==> src/rtl/ps2_key_decoder.sv <==
// PS/2 keyboard receiver: synchronizes the connector pins, deserializes 11-bit
// device-to-host frames and folds E0/F0 prefixes into flag bits on key_event.
module ps2_key_decoder #(
    parameter int unsigned TIMEOUT_CYCLES = 100000
) (
    input  logic        clk,
    input  logic        rstn,
    input  logic        ps2_clk,
    input  logic        ps2_data,
    output logic [10:0] key_event,
    output logic        frame_err
);
    localparam int unsigned CNT_W = $clog2(TIMEOUT_CYCLES + 1);
    localparam int unsigned BIT_W = 4;
    localparam int unsigned SHIFT_W = 10;

    localparam logic [7:0]       CODE_EXT = 8'hE0;
    localparam logic [7:0]       CODE_BRK = 8'hF0;
    localparam logic [BIT_W-1:0] LAST_BIT = BIT_W'(10);
    localparam logic [CNT_W-1:0] IDLE_MAX = CNT_W'(TIMEOUT_CYCLES);

    logic               clk_s1;
    logic               clk_s2;
    logic               clk_d;
    logic               data_s1;
    logic               data_s2;
    logic               fall_tick;

    logic [BIT_W-1:0]   bit_cnt;
    logic [SHIFT_W-1:0] shift;
    logic [CNT_W-1:0]   idle_cnt;
    logic               ext;
    logic               brk;

    logic [10:0]        frame_c;
    logic [7:0]         code_c;
    logic               frame_ok_c;
    logic               start_ignored_c;

    // Pin synchronizers; all ones at reset so no false falling edge follows.
    always_ff @(posedge clk) begin
        if (!rstn) begin
            clk_s1  <= 1'b1;
            clk_s2  <= 1'b1;
            clk_d   <= 1'b1;
            data_s1 <= 1'b1;
            data_s2 <= 1'b1;
        end else begin
            clk_s1  <= ps2_clk;
            clk_s2  <= clk_s1;
            clk_d   <= clk_s2;
            data_s1 <= ps2_data;
            data_s2 <= data_s1;
        end
    end

    assign fall_tick = ~clk_s2 & clk_d;

    // Complete frame as seen on the stop-bit tick: stop bit is still on the pin.
    always_comb begin
        frame_c         = {data_s2, shift};
        code_c          = frame_c[8:1];
        frame_ok_c      = ~frame_c[0] & frame_c[10] & (^frame_c[9:1]);
        start_ignored_c = (bit_cnt == '0) & data_s2;
    end

    always_ff @(posedge clk) begin
        if (!rstn) begin
            bit_cnt   <= '0;
            shift     <= '0;
            idle_cnt  <= '0;
            ext       <= 1'b0;
            brk       <= 1'b0;
            key_event <= '0;
            frame_err <= 1'b0;
        end else begin
            key_event[10] <= 1'b0;
            frame_err     <= 1'b0;

            if (fall_tick) begin
                idle_cnt <= '0;
                if (!start_ignored_c) begin
                    if (bit_cnt == LAST_BIT) begin
                        bit_cnt <= '0;
                        if (!frame_ok_c) begin
                            frame_err <= 1'b1;
                            ext       <= 1'b0;
                            brk       <= 1'b0;
                        end else if (code_c == CODE_EXT) begin
                            ext <= 1'b1;
                        end else if (code_c == CODE_BRK) begin
                            brk <= 1'b1;
                        end else begin
                            key_event <= {1'b1, ext, brk, code_c};
                            ext       <= 1'b0;
                            brk       <= 1'b0;
                        end
                    end else begin
                        shift   <= {data_s2, shift[SHIFT_W-1:1]};
                        bit_cnt <= bit_cnt + BIT_W'(1);
                    end
                end
            end else if (bit_cnt != '0) begin
                // A stalled partial frame is dropped silently, prefixes included.
                if (idle_cnt == IDLE_MAX) begin
                    bit_cnt  <= '0;
                    idle_cnt <= '0;
                    ext      <= 1'b0;
                    brk      <= 1'b0;
                end else begin
                    idle_cnt <= idle_cnt + CNT_W'(1);
                end
            end
        end
    end

endmodule

==> config.mk <==
export PLATFORM = sky130hd
export DESIGN_NAME = ps2_key_decoder
export DESIGN_NICKNAME = d
export VERILOG_FILES = /design/src/rtl/ps2_key_decoder.sv
export SDC_FILE = /design/constraint.sdc
export NUM_CORES = 1
export LEC_CHECK = 0
export ABC_CLOCK_PERIOD_IN_PS = 1950
export BUFFER_PORTS_ARGS = -buffer_cell sky130_fd_sc_hd__buf_2
export CAP_MARGIN = 40
export CORE_UTILIZATION = 35
export DETAILED_ROUTE_END_ITERATION = 7
export GPL_TIMING_DRIVEN = 0
export PLACE_DENSITY_LB_ADDON = 0.2
export SYNTH_ARGS = -nofsm -noshare
export SYNTH_HDL_FRONTEND = slang
export SYNTH_SLANG_ARGS = --single-unit
==> constraint.sdc <==
create_clock -name clk -period 1.95 [get_ports clk]
set_input_delay 0.39 -clock clk [delete_from_list [all_inputs] [get_ports clk]]
set_output_delay 0.39 -clock clk [all_outputs]
set_load 0.02 [all_outputs]
# ---- Word-level counts from Yosys, hierarchy flattened
# Cells that the tools add are included.
# W data, S select, Z words.
dict set report totals {
  register_bits 50
  latch_bits 0
  mem_bits_rw 0
  mem_bits_ro 0
  inputBits 4
  out_inout_bits 12
  elab_cells 71
  mem_count 0
}
dict set report op_classes {
  add_sub_neg 2
  n_mul 0
  div 0
  magnitude_cmp 0
  eq_ne 8
  n_shift 0
  mux 22
  n_bitwise 13
  reduce_logical 13
}
# operator count
set ops {}
lappend ops {{$mux W4} 5}
lappend ops {{$add A17 B1 Y17 const B} 1}
lappend ops {{$eq A17 B17 Y1 const B} 1}
lappend ops {{$mux W17} 1}
lappend ops {{$eq A8 B8 Y1 const B} 2}
lappend ops {{$mux W1} 15}
lappend ops {{$mux W11} 1}
lappend ops {{$reduce_and A5 Y1} 2}
lappend ops {{$not A1 Y1} 9}
lappend ops {{$reduce_xor A9 Y1} 1}
lappend ops {{$reduce_and A3 Y1} 2}
lappend ops {{$reduce_and A6 Y1} 1}
lappend ops {{$reduce_or A6 Y1} 1}
lappend ops {{$add A4 B1 Y4 const B} 1}
lappend ops {{$and A1 B1 Y1} 4}
lappend ops {{$eq A4 B4 Y1 const B} 1}
lappend ops {{$logic_not A4 Y1} 1}
lappend ops {{$ne A4 B4 Y1 const B} 1}
lappend ops {{$reduce_bool A2 Y1} 2}
lappend ops {{$reduce_bool A4 Y1} 1}
lappend ops {{$reduce_or A4 Y1} 1}
lappend ops {{$ne A3 B3 Y1 const B} 1}
lappend ops {{$ne A2 B1 Y1 const B} 1}
lappend ops {{$ne A2 B2 Y1 const B} 1}
lappend ops {{$reduce_or A2 Y1} 1}

# ---- Logic depth before layout (Yosys ltp)
# Gate-level depths: netlist of the first run.
dict set report logic_depth {
  depth_word 7
  ltp_mapped 8
  ltp_nobuf 7
}

# ---- Worst setup path after synthesis of the first run
# OpenSTA, ideal clock, no wires.
dict set report synth_path {
  kind {flip-flop to flip-flop}
  startpoint {reg shift[5]}
  endpoint {reg ext}
  setup_time_ns 0.115
  arrival_time_ns 1.892
  required_ns 1.835
  slack_ns -0.057
  path_stages_with_launch 8
  path_buffers 0
  synth_period_minus_slack_ns 2.007
  path_cell_list {dfxtp_1 inv_1 ha_1 xnor3_1 xnor2_1 nor3_1 o31a_1 o21a_1}
}
dict set report synth_via {
  elab_chain_cells 6
  word_cells_on_any_way 11
  classes_between {3 x eq/ne; 5 x mux; 1 x bitwise; 2 x reduce/logical}
}
# element line
set synth_lines {}
lappend synth_lines {{start, declared} 30} ;# logic [SHIFT_W-1:0] shift;
lappend synth_lines {{start signal, assigned} 99} ;# shift <= {data_s2, shift[SHIFT_W-1:1]};
lappend synth_lines {{$eq A8 B8 Y1 or $reduce_xor A9 Y1 (tied branches)} {89, 63}}
lappend synth_lines {{$mux W1 or $and A1 B1 Y1 (tied branches)} {89, 63}}
lappend synth_lines {{$mux W1} 85} ;# if (!frame_ok_c) begin
lappend synth_lines {{$mux W1} 83} ;# if (bit_cnt == LAST_BIT) begin
lappend synth_lines {{$mux W1} 82} ;# if (!start_ignored_c) begin
lappend synth_lines {{$mux W1} 80} ;# if (fall_tick) begin
lappend synth_lines {{end signal, assigned} 87} ;# ext <= 1'b0;
lappend synth_lines {{end signal, assigned} 90} ;# ext <= 1'b1;
lappend synth_lines {{end signal, assigned} 95} ;# ext <= 1'b0;
lappend synth_lines {{end, declared} 32} ;# logic ext;
# Several ways; a longest one is shown, not always the timed one. The select of a mux whose other input is x is not followed.
# A chain may end at the register's enable or synchronous reset.

# ---- Worst setup path after layout of the first run
dict set report layout_path {
  startpoint {reg shift[7]}
  endpoint {reg ext}
}
# Same word-level chain as after synthesis.

==> results_dict.tcl, run 1 <==
set metrics [dict create \
    synth_edf_count 0 \
    cts_buffers 5 \
    vias 1766 \
    root_buffer "clkbuf_8" \
    syn2layout_area_growth_pct 21.2 \
    synth_nets 277 \
    ys.flop_type "dfxtp_1" \
    status "finished, final reports clean" \
    cp-end-kind "register" \
    dieArea_um2 6790 \
    ant_nets 0 \
    fmax_ghz 0.525 \
    synthesis.area_um2 2260 \
    start_util_pct 37.3 \
    seqCellArea_um2 1020 \
    io_pins 16 \
    cp-start-kind "register" \
    skew_ns 0.00571 \
    placed_cells 353 \
    finalWirelength_um 4590 \
    cp.arrival_ns 2.16 \
    max-vdd-ir-drop_uv 334 \
    tightest_slew_ns 0.596 \
    antennaDiodeCount 0 \
    holdWs_ns 0.260 \
    fp-row-count 28 \
    setup_viol 0 \
    required_ns 2.20 \
    power.leakage_uw 0.000994 \
    timing.final.max_slew_violations 0 \
    hold_violations 0 \
    syn_inst 263 \
    grt.total_usage_pct 15.3 \
    criticalPathCategory "register to register" \
    yosys_warnings 0 \
    drt_first_pass_iters 4 \
    die_width_um 82.4 \
    fin_crit_sh_pct 97.8 \
    overflow 0 \
    coreArea_um2 6060 \
    grt_pass1_wl_um 7760 \
    hold_path.class "input pin to register" \
    fill_cells 585 \
    drc 0 \
    place_congestion 0.768 \
    placed_area_um2 2440 \
    path_max_fanout 7 \
    cts.sinks 50 \
    drive_above_1_share_pct 23.9 \
    fin_nets 302 \
    postLayoutCellArea_um2 2740 \
    multi_input_area_um2 1270 \
    die_h_um 82.4 \
    dp_hpwl_um 3100 \
    cts_htree_levels 2 \
    first_global_vias 1603 \
    post-route-min-period_ns 1.91 \
    cts_buffer_depth 2 \
    clk_latency_ns 0.30 \
    ys_seq_elements 50 \
    async_reset_ff_share_pct 0 \
    grt_max_degree 16 \
    synth_cell_type_count 41 \
    via_per_inst 4.85 \
    final_cells 364 \
    relSlewSlack_pct 60.2 \
    antenna_found_initial 0 \
    cts_tree "done" \
    drt_iter0_markers 109 \
    rsz0062_at_grt "true" \
    yosysSeqAreaShare_pct 44.2 \
    cts.hold.buffers_added 0 \
    portBuffers 15 \
    cap_violations 0 \
    p_per_area_nw_per_um2 726 \
    syn_avg_cell_area_um2 8.60 \
    power_uw 1990 \
    wl_per_cell_um 12.6 \
    path_clk_slew_ns 0.09 \
]
[report_power, final]
group	switching (µW)	leakage [µW]	internal [µW]
combinational	39.7	0.000514	23.3
sequential	3.15	0.000409	1020
clock	353	0.0000714	547
total	396	0.000994	1590
[area by class of cell]
cell class,instances,share of cell area (%)
Multi-Input combinational cell,191,46.2
Sequential cell,50,37.1
Timing Repair Buffer,19,3.83
Tap cell,75,3.42
Clock buffer,6,3.01
Buffer,10,2.74
Clock inverter,2,2.19
Inverter,11,1.51
[worst max-delay path, stage by stage, from the launching register on]
cell and delay (ns):
dfxtp_2 0.35, ha_4 0.23, xnor3_2 0.41, xnor2_4 0.20, or3_4 0.38, nor4_2 0.14, o21a_1 0.15
[metal layers]
metal	GRT usage [%]	share of wire, %	up-vias
met2	21.7	41	29
met3	3.52	4.8	5
met1	22.3	53	797
met5	0	0	-
met4	5.44	1.2	0
li1	-	-	935
[flip-flops by register name (all words and copies together) (netlist names), 4 cells and up]
| signal | flops |
|---|---|
| shift | 10 |
| idle_cnt | 17 |
| bit_cnt | 4 |
| key_event | 11 |
[path summary, 6_finish.rpt]
path / from / to / slack (ns) / depth (start not counted)
setup / recovery: shift[7]$_SDFFE_PN0P_ / ext$_SDFFE_PN0P_ / 0.04 / 6
hold / removal: ps2_data / data_s1$_SDFF_PN1_ / 0.26 / 2
setup reg to reg: shift[7]$_SDFFE_PN0P_ / ext$_SDFFE_PN0P_ / 0.04 / 6
hold reg to reg: data_s1$_SDFF_PN1_ / data_s2$_SDFF_PN1_ / 0.42 / 1
[cells by family (layout without fill, tap and decap cells)]
kind of cell / count (synthesis) / count (layout) / share of synthesized area (%)
simple gates: 128 / 128 / 29.3
xor+xnor: 19 / 19 / 7.96
flops: 50 / 50 / 44.2
buf+inv: 22 / 48 / 4.59
compound gates: 34 / 34 / 8.35
fa+ha+maj: 10 / 10 / 5.53
[synthesized netlist by cell type (3+ instances only)]
master	instances	area (µm²)
nand2_1	41	154
nand2b_1	6	37.5
o21ai_0	14	70.1
xor2_1	12	105
clkbuf_1	5	18.8
nand4_1	5	31.3
dfxtp_1	50	1000
nor4_1	4	25.0
nor3_1	4	20.0
xnor2_1	6	52.6
nor2_1	27	101
or3_1	3	18.8
a21oi_1	15	75.1
nand3_1	18	90.1
inv_1	11	41.3
ha_1	10	125
[per-stage QoR]
stage	setup slack [ns]	setup TNS, ns	utilization (%)
after floorplan	0.00534	0	-
after global placement	-0.267	-5.39	40.2
after detailed placement	-0.264	-5.14	40.2
after CTS	0.00655	0	43.7
after global routing	-0.0257	-0.0675	45.2
final	0.0435	0	45.2
[layout by cell type (no fill, tap or decap), drive strengths merged]
| master | count |
|---|---|
| or3 | 3 |
| ha | 10 |
| nor2 | 27 |
| nand4 | 5 |
| xnor2 | 6 |
| buf | 26 |
| and4bb | 1 |
| bufinv | 2 |
| a21oi | 16 |
| nand2 | 41 |
| or4 | 2 |
| nor3 | 4 |
| xnor3 | 1 |
| clkbuf | 9 |
| or3b | 3 |
| nand4b | 1 |
| nor4 | 5 |
| xor2 | 12 |
| nor3b | 2 |
| and3 | 2 |
| o21a | 1 |
| nor4b | 2 |
| o221a | 1 |
| dfxtp | 50 |
| nand3 | 18 |
| o21ai | 14 |
| nand2b | 7 |
| nand3b | 2 |
| and3b | 1 |
| o31a | 1 |
| o31ai | 1 |
| or2 | 1 |
| inv | 11 |
| and2 | 1 |
[repair_timing]
item | CTS | global route
setup buffers | 3 | 1
endpoints found under the hold margin | 0 | 0
endpoints found under the setup margin | 33 | 39
cloned | 0 | 0
resized for setup | 12 | 30
pin swaps | 2 | 7
No activity file was read; power rests on OpenSTA's default activity.
==> inputs of run 2 (changes only) <==
--- a/config.mk
+++ b/config.mk
@@ -8,6 +8,7 @@
 export ABC_CLOCK_PERIOD_IN_PS = 1950
 export BUFFER_PORTS_ARGS = -buffer_cell sky130_fd_sc_hd__buf_2
 export CAP_MARGIN = 40
+export CORE_ASPECT_RATIO = 2
 export CORE_UTILIZATION = 35
 export DETAILED_ROUTE_END_ITERATION = 7
 export GPL_TIMING_DRIVEN = 0
==> results_dict.tcl, run 2 (synthesis gave the netlist of run 1 again) <==
set metrics [dict create \
    placed_area_um2 2450 \
    timing.critical_path.buf_inv 1 \
    wl_per_cell_um 13.7 \
    cts_buffer_depth 2 \
    fp-row-count 41 \
    grt_pass1_wl_um 8590 \
    startpoint "shift[3]$_SDFFE_PN0P_" \
    holdWs_ns 0.288 \
    top_regs "idle_cnt: 17 flops, key_event: 11 flops, shift: 10 flops" \
    overflow 0 \
    tightest_slew_ns 0.545 \
    die_width_um 58.8 \
    via_per_inst 4.86 \
    wl_met1_um 1810 \
    first_global_vias 1885 \
    grt.total_usage_pct 16.7 \
    cp-end-kind "register" \
    critPathCapture "brk$_SDFFE_PN0P_" \
    criticalPathCategory "register to register" \
    cts_buffers 5 \
    cp.arrival_ns 2.15 \
    regMostFlops "idle_cnt" \
    hold_violations 0 \
    slowest_stage "or4_4" \
    skew_ns 0.00741 \
    root_buffer "clkbuf_16" \
    fin_nets 304 \
    critical_path_depth 6 \
    syn2layout_area_growth_pct 23.0 \
    required_ns 2.17 \
    worstReg2RegEnd "brk$_SDFFE_PN0P_" \
    p_per_area_nw_per_um2 690 \
    post-route-min-period_ns 1.93 \
    status "finished, final reports clean" \
    cts.hold.buffers_added 0 \
    start_util_pct 36.1 \
    cts_htree_levels 2 \
    die_h_um 116 \
    cts_tree "done" \
    cp_cell_sequence "inv_1 -> ha_1 -> xor2_2 -> xnor2_4 -> or4_4 -> a21oi_2" \
    place_congestion 0.827 \
    timing.final.max_slew_violations 0 \
    cts.sinks 50 \
    max-vdd-ir-drop_uv 505 \
    power.leakage_uw 0.00101 \
    portBuffers 15 \
    relSlewSlack_pct 63.6 \
    fmax_ghz 0.517 \
    reg2reg_from "shift[3]$_SDFFE_PN0P_" \
    wl_met3_um 120 \
    io_pins 16 \
    max_stage_delay_ns 0.53 \
    r2r_cells 6 \
    dieArea_um2 6810 \
    setup_viol 0 \
    rsz0062_at_grt "true" \
    top_layer_used "met4" \
    placed_cells 364 \
    final_cells 376 \
    ant_nets 0 \
    met2_length_um 2970 \
    path_max_fanout 6 \
    postLayoutCellArea_um2 2780 \
    largest_reg_flops 17 \
    drt_first_pass_iters 4 \
    drc 0 \
    finalWirelength_um 5140 \
    cp-start-kind "register" \
    cap_violations 0 \
    fin_crit_sh_pct 99.2 \
    layout_common_cells "nand2_1 (41), dfxtp_1 (41), nor2_1 (27), nand3_1 (17), buf_2 (16)" \
    hold_depth 2 \
    grt_max_degree 15 \
    coreArea_um2 6260 \
    vias 1829 \
    fin_util_pct 44.4 \
    hold_path.class "input pin to register" \
    dp_hpwl_um 3690 \
    fill_cells 645 \
    drive_above_1_share_pct 24.1 \
    drt_iter0_markers 71 \
    clk_latency_ns 0.29 \
    antenna_found_initial 0 \
    cpLargestDelayFamily "simple AND/OR/NAND/NOR gates" \
    path_clk_slew_ns 0.07 \
    antennaDiodeCount 0 \
    reg2reg_slack_ns 0.02 \
]
run 2: changes by cell type in the layout (fill, tap and decap cells not counted), sizes merged:
cell | before | now
bufinv | 2 | 0
clkinv | 0 | 2
buf | 26 | 28
clkbuf | 9 | 8
run 2: repair_timing:
action | CTS | global route
cloned | 0 | 1
pin swaps | 9 | 8
resized for setup | 14 | 26
endpoints found under the hold margin | 0 | 0
setup buffers | 2 | 3
endpoints found under the setup margin | 33 | 36
run 2: per-layer routing:
metal | global-route usage [%] | up-vias
li1 | - | 935
met1 | 15.0 | 845
met2 | 33.0 | 33
met3 | 2.46 | 16
met4 | 10.0 | 0
met5 | 0 | -
run 2: power breakdown:
group | switching, µW | leakage (µW) | internal, µW
clock | 368 | 0.0000694 | 464
combinational | 39.2 | 0.000535 | 23.3
sequential | 3.06 | 0.000410 | 1020
total | 410 | 0.00101 | 1510
run 2: layout make-up:
type / count / area [µm²] / share of cell area, %
clock inverters: 2 / 10.0 / 0.360
inverters: 11 / 41.3 / 1.48
plain buffers: 10 / 70.1 / 2.52
repair buffers: 21 / 120 / 4.32
flip-flops and latches: 50 / 1020 / 36.8
clock buffers: 5 / 125 / 4.50
multi-input cells: 191 / 1280 / 46.2
well taps: 86 / 108 / 3.87
run 2: worst min path at each step:
stage | to | from | slack [ns]
after global routing | data_s1$_SDFF_PN1_ | ps2_data | 0.31
after floorplan | clk_s2$_SDFF_PN1_ | clk_s1$_SDFF_PN1_ | 0.39
after detailed placement | data_s2$_SDFF_PN1_ | data_s1$_SDFF_PN1_ | 0.39
after global placement | clk_s2$_SDFF_PN1_ | clk_s1$_SDFF_PN1_ | 0.39
final | clk_s1$_SDFF_PN1_ | ps2_clk | 0.29
after CTS | clk_s1$_SDFF_PN1_ | ps2_clk | 0.29
run 2: through the flow:
stage | setup TNS [ns] | total power (µW) | worst slack (ns)
after floorplan | 0 | 1090 | 0.00534
after global placement | -4.82 | 1110 | -0.259
after detailed placement | -5.44 | 1110 | -0.272
after CTS | -0.0625 | 1940 | -0.0625
after global routing | -0.345 | 2000 | -0.0584
final | 0 | 1920 | 0.0162
